## config.mk

```make
export PLATFORM = sky130hd
export DESIGN_NAME = finv_seq
export DESIGN_NICKNAME = d
export VERILOG_FILES = /design/src/rtl/finv_seq.sv
export SDC_FILE = /design/constraint.sdc
export NUM_CORES = 1
export LEC_CHECK = 0
export CORE_MARGIN = 5
export CORE_UTILIZATION = 30
export DETAILED_ROUTE_END_ITERATION = 7
export GPL_TIMING_DRIVEN = 0
export SETUP_SLACK_MARGIN = 0.2
export SLEW_MARGIN = 20
export SYNTH_ARGS = -nofsm -noshare
export SYNTH_HDL_FRONTEND = slang
export SYNTH_SLANG_ARGS = --single-unit
export TNS_END_PERCENT = 30
```

## constraint.sdc

```tcl
create_clock -name clk -period 2.24 [get_ports clk]
set_clock_uncertainty 0.1 [all_clocks]
set_input_delay 0.448 -clock clk [delete_from_list [all_inputs] [get_ports clk]]
set_output_delay 0.448 -clock clk [all_outputs]
set_load 0.01 [all_outputs]
```

## src/rtl/finv_seq.sv

```systemverilog
// Newton-Raphson reciprocal sequencer: time-multiplexes one external fmul and one
// external fadd through ITER iterations of x <= x*(2 - s*x).
module finv_seq #(
  parameter int ITER  = 6,
  parameter int CNT_W = 3
) (
  input  logic        clk,
  input  logic        rstn,
  input  logic        in_valid,
  output logic        in_ready,
  input  logic [31:0] s,
  output logic        out_valid,
  input  logic        out_ready,
  output logic [31:0] d,
  output logic        div0,
  output logic [31:0] mul_a,
  output logic [31:0] mul_b,
  input  logic [31:0] mul_y,
  output logic [31:0] add_a,
  output logic [31:0] add_b,
  input  logic [31:0] add_y
);

  typedef enum logic [2:0] {
    IDLE = 3'd0,
    MUL1 = 3'd1,
    ADD  = 3'd2,
    MUL2 = 3'd3,
    ZERO = 3'd4,
    DONE = 3'd5
  } state_t;

  localparam logic [CNT_W-1:0] LAST_CNT = CNT_W'(ITER - 1);
  localparam logic [31:0]      FP_TWO   = 32'h4000_0000;

  state_t            state_reg, state_next;
  logic [31:0]       s_reg, x_reg, a_reg, c_reg, d_reg;
  logic [CNT_W-1:0]  cnt_reg;
  logic              div0_reg;
  logic              accept;

  assign accept = in_valid && (state_reg == IDLE);
  assign d      = d_reg;
  assign div0   = div0_reg;

  always_ff @(posedge clk or negedge rstn) begin
    if (!rstn) begin
      state_reg <= IDLE;
    end else begin
      state_reg <= state_next;
    end
  end

  // Shared-unit operands come from state and registers only, so the external
  // combinational units can never close a loop through this block.
  always_comb begin
    state_next = state_reg;
    in_ready   = 1'b0;
    out_valid  = 1'b0;
    mul_a      = 32'h0;
    mul_b      = 32'h0;
    add_a      = 32'h0;
    add_b      = 32'h0;
    case (state_reg)
      IDLE: begin
        in_ready = 1'b1;
        if (in_valid) begin
          state_next = (s[30:23] == 8'd0) ? ZERO : MUL1;
        end
      end
      MUL1: begin
        mul_a      = s_reg;
        mul_b      = x_reg;
        state_next = ADD;
      end
      ADD: begin
        add_a      = FP_TWO;
        add_b      = {~a_reg[31], a_reg[30:0]};
        state_next = MUL2;
      end
      MUL2: begin
        mul_a      = c_reg;
        mul_b      = x_reg;
        state_next = (cnt_reg == LAST_CNT) ? DONE : MUL1;
      end
      ZERO: begin
        state_next = DONE;
      end
      DONE: begin
        out_valid = 1'b1;
        if (out_ready) begin
          state_next = IDLE;
        end
      end
      default: begin
        state_next = IDLE;
      end
    endcase
  end

  always_ff @(posedge clk or negedge rstn) begin
    if (!rstn) begin
      s_reg    <= 32'h0;
      x_reg    <= 32'h0;
      a_reg    <= 32'h0;
      c_reg    <= 32'h0;
      d_reg    <= 32'h0;
      cnt_reg  <= '0;
      div0_reg <= 1'b0;
    end else begin
      case (state_reg)
        IDLE: begin
          if (accept) begin
            s_reg   <= s;
            // Seed: exponent reflected around the bias, mantissa dropped.
            x_reg   <= {s[31], 8'd253 - s[30:23], 23'b0};
            cnt_reg <= '0;
          end
        end
        MUL1: a_reg <= mul_y;
        ADD:  c_reg <= add_y;
        MUL2: begin
          x_reg <= mul_y;
          if (cnt_reg == LAST_CNT) begin
            d_reg <= mul_y;
          end else begin
            cnt_reg <= cnt_reg + CNT_W'(1);
          end
        end
        ZERO: begin
          d_reg    <= {s_reg[31], 8'hFF, 23'b0};
          div0_reg <= 1'b1;
        end
        DONE: begin
          if (out_ready) begin
            div0_reg <= 1'b0;
          end
        end
        default: ;
      endcase
    end
  end

endmodule
```

# [Word level (Yosys, flattened, before mapping)]
# Index checks and enable logic that the tools add are counted.
[totals] ff_bits=167 latchBits=0 mem_bits_rw=0 rom_bits=0 input_bits=100 output_inout_bits=163 word_cells=55 n_memories=0
[classes] add_sub_neg=2 mul=0 div_mod_pow=0 magnitude_cmp=0 n_eq_ne=11 shift=0 mux=20 bitwise_logic=1 reduce_logical=13
[op_table] cell="case mux 32 bit (2 select lines)" count=3
[op_table] cell="2-to-1 mux 32 bit" count=4
[op_table] cell="2-to-1 mux 31 bit" count=1
[op_table] cell="2-to-1 mux 3 bit" count=6
[op_table] cell="case mux 3 bit (6 select lines)" count=1
[op_table] cell="inequality test 2 bit (second input constant)" count=5
[op_table] cell="AND reduction 2 bit" count=5
[op_table] cell="equality test 3 bit (second input constant)" count=3
[op_table] cell="logical NOT 8 bit" count=1
[op_table] cell="subtractor 8 bit (first input constant)" count=1
[op_table] cell="equality test 3 x 2 -> 1 bit (second input constant)" count=2
[op_table] cell="case mux 3 bit (2 select lines)" count=1
[op_table] cell="nonzero test 2 bit" count=3
[op_table] cell="adder 3 x 1 -> 3 bit (second input constant)" count=1
[op_table] cell="equality test 3 x 1 -> 1 bit (second input constant)" count=1
[op_table] cell="logical NOT 3 bit" count=1
[op_table] cell="2-to-1 mux 1 bit" count=3
[op_table] cell="AND reduction 3 bit" count=1
[op_table] cell="case mux 1 bit (2 select lines)" count=1
[op_table] cell="OR reduction 2 bit" count=1
[op_table] cell="logical AND 1 bit" count=1
[op_table] cell="NOT 1 bit" count=1

# [Logic depth before layout (Yosys ltp)]
[depth] ltp_word=4 mapped_depth=7 ltp_nobuf=5

# [Worst setup path before layout]
# Ideal clock, no wire load.
[synth_path] kind="reg-to-output" from="register state_reg[0]" to="output port add_b[22]" arrival_time_ns=1.440 required_ns=1.692 slack_ns=0.252 path_stages_with_launch=6 path_buffers=3 path_cell_list="dfrtp_1 > buf_2 > nor3b_2 > buf_2 > clkbuf_1 > and2_1"
[synth_between] elab_chain_cells=2
[synth_rtl] item="start, declared" line="36" rtl="state_t state_reg, state_next;"
[synth_rtl] item="start signal, assigned" line="50" rtl="state_reg <= state_next;"
[synth_rtl] item="equality test 3 x 2 -> 1 bit" line="64" rtl="case (state_reg)"
[synth_rtl] item="2-to-1 mux 32 bit" line="64"
[synth_rtl] item="end, declared" line="20" rtl="output logic [31:0] add_b,"
# No other way between the ends.

# [Final worst setup path]
[layout_path] from="register state_reg[0]" to="output port mul_a[21]"
[layout_between] elab_chain_cells=2 elab_cells_between_ends=3 cone_classes="eq/ne (2); mux (1)"
[layout_rtl] item="equality test 3 x 2 -> 1 bit / equality test 3 x 1 -> 1 bit (equally long branches)" line="64"
[layout_rtl] item="case mux 32 bit (2 select lines) (*)" line="64"
[layout_rtl] item="end, declared" line="16" rtl="output logic [31:0] mul_a,"
# Every way passes the cells marked *; elsewhere a longest branch is shown, timed or not.

==> flow_metrics.env <==
export IMPL_status="finished, violations left"
export IMPL_violations="setup timing"
export IMPL_die_w_um=170
export IMPL_grtUsageMet1_pct=23.8
export IMPL_drc=0
export IMPL_io_pins=263
export IMPL_gp_congestion=0.810
export IMPL_cp_slowest_cell="dfrtp_1"
export IMPL_crit_family="buffers and inverters"
export IMPL_antenna_found_initial=2
export IMPL_io_buffers=230
export IMPL_final_common_cell="dfrtp_1"
export IMPL_p_leak_uw=0.00546
export IMPL_coreArea_mm2=0.0252
export IMPL_worstSetupEndpointType="output port"
export IMPL_reg2regPathDepth=8
export IMPL_hold_path_class="in -> reg"
export IMPL_grt_max_degree=85
export IMPL_cp_max_fo=5
export IMPL_use_met2_pct=28.2
export IMPL_path_clk_slew_ps=60
export IMPL_viasPerCell=4.69
export IMPL_r2r_slack_ps=270
export IMPL_areaGrowthSynthToFinish_pct=50.3
export IMPL_cp_num_cells=7
export IMPL_grt_pass1_wl_um=39700
export IMPL_fmax_mhz=401
export IMPL_cts_sinks=167
export IMPL_worst_pin_slew_ps=684
export IMPL_ys_ff_latch=167
export IMPL_cellPowerDensity_mw_per_mm2=1460
export IMPL_dp_hpwl_um=18600
export IMPL_min_period_ps=2490
export IMPL_cap_violations=0
export IMPL_wire_per_inst_um=19.0
export IMPL_nNetsFinal=1125
export IMPL_dr_pass1_iters=5
export IMPL_wl_um=25900
export IMPL_die_area_mm2=0.0288
export IMPL_initial_core_util_pct=30.4
export IMPL_worst_slack_ps=-254
export IMPL_path_class="reg -> out"
export IMPL_cts_root_buf="clkbuf_16"
export IMPL_critical_path_endpoint="mul_a[21]"
export IMPL_finalCritPeriodShare_pct=111
export IMPL_drtAntennaViolNets=0
export IMPL_start_kind="register"
export IMPL_cts_buffers=17
export IMPL_critPathArrivalTime_ps=1950
export IMPL_cts_buffer_depth=2
export IMPL_vdd_drop_max_v=0.000528
export IMPL_regToRegEndpoint="a_reg[23]"
export IMPL_yosysSeqAreaShare_pct=54.6
export IMPL_critical_path_buf_inv_count=4
export IMPL_slowest_delay_ps=420
export IMPL_n_antenna_cell=0
export IMPL_final_hold_violation_count=0
export IMPL_dp_slack_ps=-771
export IMPL_yosysWarnings=0
export IMPL_avgSynthCellArea_um2=10.8
export IMPL_rsz0062_at_grt="true"
export IMPL_fin_util_pct=45.7
export IMPL_clock_latency_ps=420
export IMPL_drt_iter0_drc=368
export IMPL_synth_cell_types=45
export IMPL_drive_gt1_share_pct=34.1
export IMPL_postSynthCellCount=707
export IMPL_slew_violations=0
export IMPL_grt_overflow=0
export IMPL_synth_area_mm2=0.00765
export IMPL_cp_startpoint="state_reg[0]"
export IMPL_cp_cell_sequence="and2b_2 > nor2b_4 > buf_6 > buf_8 > buf_16 > a22o_1 > buf_2"
export IMPL_setup_viol=96
export IMPL_cts_tree="yes"
export IMPL_slew_headroom_pct=54.3
export IMPL_die_y_um=170
export IMPL_cts_max_level=4
export IMPL_grtUsageTotal_pct=17.9
export IMPL_grt_pass1_vias=6564
export IMPL_rows=58
export IMPL_final_cell_mix="dfrtp_1 (166), clkdlybuf4s50_1 (130), nand2_1 (126)"
export IMPL_r2r_start="state_reg[2]"
export IMPL_cp_required_ps=1690
export IMPL_vias=6385
export IMPL_grt_busiest_layer="met2"
export IMPL_met3_usage_pct=7.24
per-layer routing:
layer	part of all wire, %	wire length (µm)	up-vias
li1	-	-	3000
met1	43	11100	3113
met2	46	11900	249
met3	10	2600	19
met4	0.87	226	4
met5	0.097	25	-
kinds of logic (layout without fill, tap and decap cells):
| logic type | count (synthesis) | in the layout | synth area share [%] |
|---|---|---|---|
| buffers and inverters | 89 | 383 | 6.62 |
| muxes | 66 | 66 | 9.68 |
| and+or+nand+nor | 269 | 269 | 17.8 |
| other | 1 | 31 | 0.0490 |
| AOI/OAI and AO/OA | 111 | 111 | 10.7 |
| xor gates and xnor gates | 1 | 1 | 0.114 |
| adders and majority gates | 3 | 3 | 0.490 |
| DFF | 167 | 167 | 54.6 |
what timing repair did:
| action | in CTS | in global routing |
|---|---|---|
| gates cloned | 2 | 1 |
| hold buffers | 1 | 0 |
| endpoints found under the setup margin | 133 | 155 |
| setup buffers | 22 | 9 |
| pin swaps | 20 | 14 |
| endpoints found under the hold margin | 83 | 0 |
| gates resized for setup | 503 | 66 |
through the flow:
step	hold WS [ps]	instance area, µm²	total power (µW)	instances	TNS [ps]
2_1_floorplan	52.4	7770	9250	737	0
3_3_place_gp	357	10500	13000	1297	-1168750
3_5_place_dp	363	10500	13100	1298	-51180
4_1_cts	281	11200	16500	1351	-14810
5_1_grt	311	11500	17900	1361	-21210
6_report	293	11500	16800	1361	-13110
Yosys cell counts, drive strengths merged:
cell | count | area share, %
dfrtp | 167 | 55
nand2 | 126 | 6.2
and2 | 67 | 5.5
buf | 65 | 5.4
mux2 | 64 | 9.4
a22o | 55 | 6.3
nand3 | 42 | 2.7
o21ai | 33 | 2.2
clkbuf | 20 | 0.98
a21oi | 6 | 0.39
nor2 | 6 | 0.39
a221o | 4 | 0.52
a31oi | 4 | 0.33
inv | 4 | 0.20
nand4 | 4 | 0.33
and4b | 3 | 0.39
ha | 3 | 0.49
nor2b | 3 | 0.25
nor3b | 3 | 0.36
a211o | 2 | 0.23
a31o | 2 | 0.23
a32oi | 2 | 0.23
mux2i | 2 | 0.26
nand2b | 2 | 0.16
or3 | 2 | 0.16
or4 | 2 | 0.20
a21o | 1 | 0.098
and2b | 1 | 0.098
and3 | 1 | 0.098
and3b | 1 | 0.11
conb | 1 | 0.049
nand3b | 1 | 0.098
nor3 | 1 | 0.065
nor4b | 1 | 0.31
o311ai | 1 | 0.11
o32ai | 1 | 0.11
or2 | 1 | 0.082
or3b | 1 | 0.11
or4b | 1 | 0.13
xor2 | 1 | 0.11
worst min-delay path by stage:
stage	startpoint	end	slack, ps	cells after the start
floorplan	rstn	a_reg[0]	50	0
global placement	s_reg[16]	s_reg[16]	360	2
detailed placement	s_reg[4]	s_reg[4]	360	2
CTS	s[26]	s_reg[26]	280	3
global route	s[26]	s_reg[26]	310	3
finish	s[26]	s_reg[26]	290	3
report_power, final:
group | switching, µW | leakage (µW) | internal [µW]
combinational | 3970 | 0.00320 | 4700
clock | 1230 | 0.000258 | 1560
sequential | 832 | 0.00200 | 4500
total | 6030 | 0.00546 | 10800
worst register-to-register path: cells and delay by family, from the launching register on:
| family | cells | cell delay (ps) |
|---|---|---|
| buf+inv | 5 | 640 |
| flops | 1 | 400 |
| mux | 1 | 330 |
| simple gates | 2 | 380 |
area by class of cell:
cell class                 count  area [µm²]
clock inverter                 9        81.3
timing repair buffer         266        2400
multi-input combinational    481        3210
clock buffer                  19         453
sequential                   167        4180
buffer                        85         756
tap                          330         413
fill                        2462       13700
inverter                       4        15.0
(Power assumes the default switching activity.)
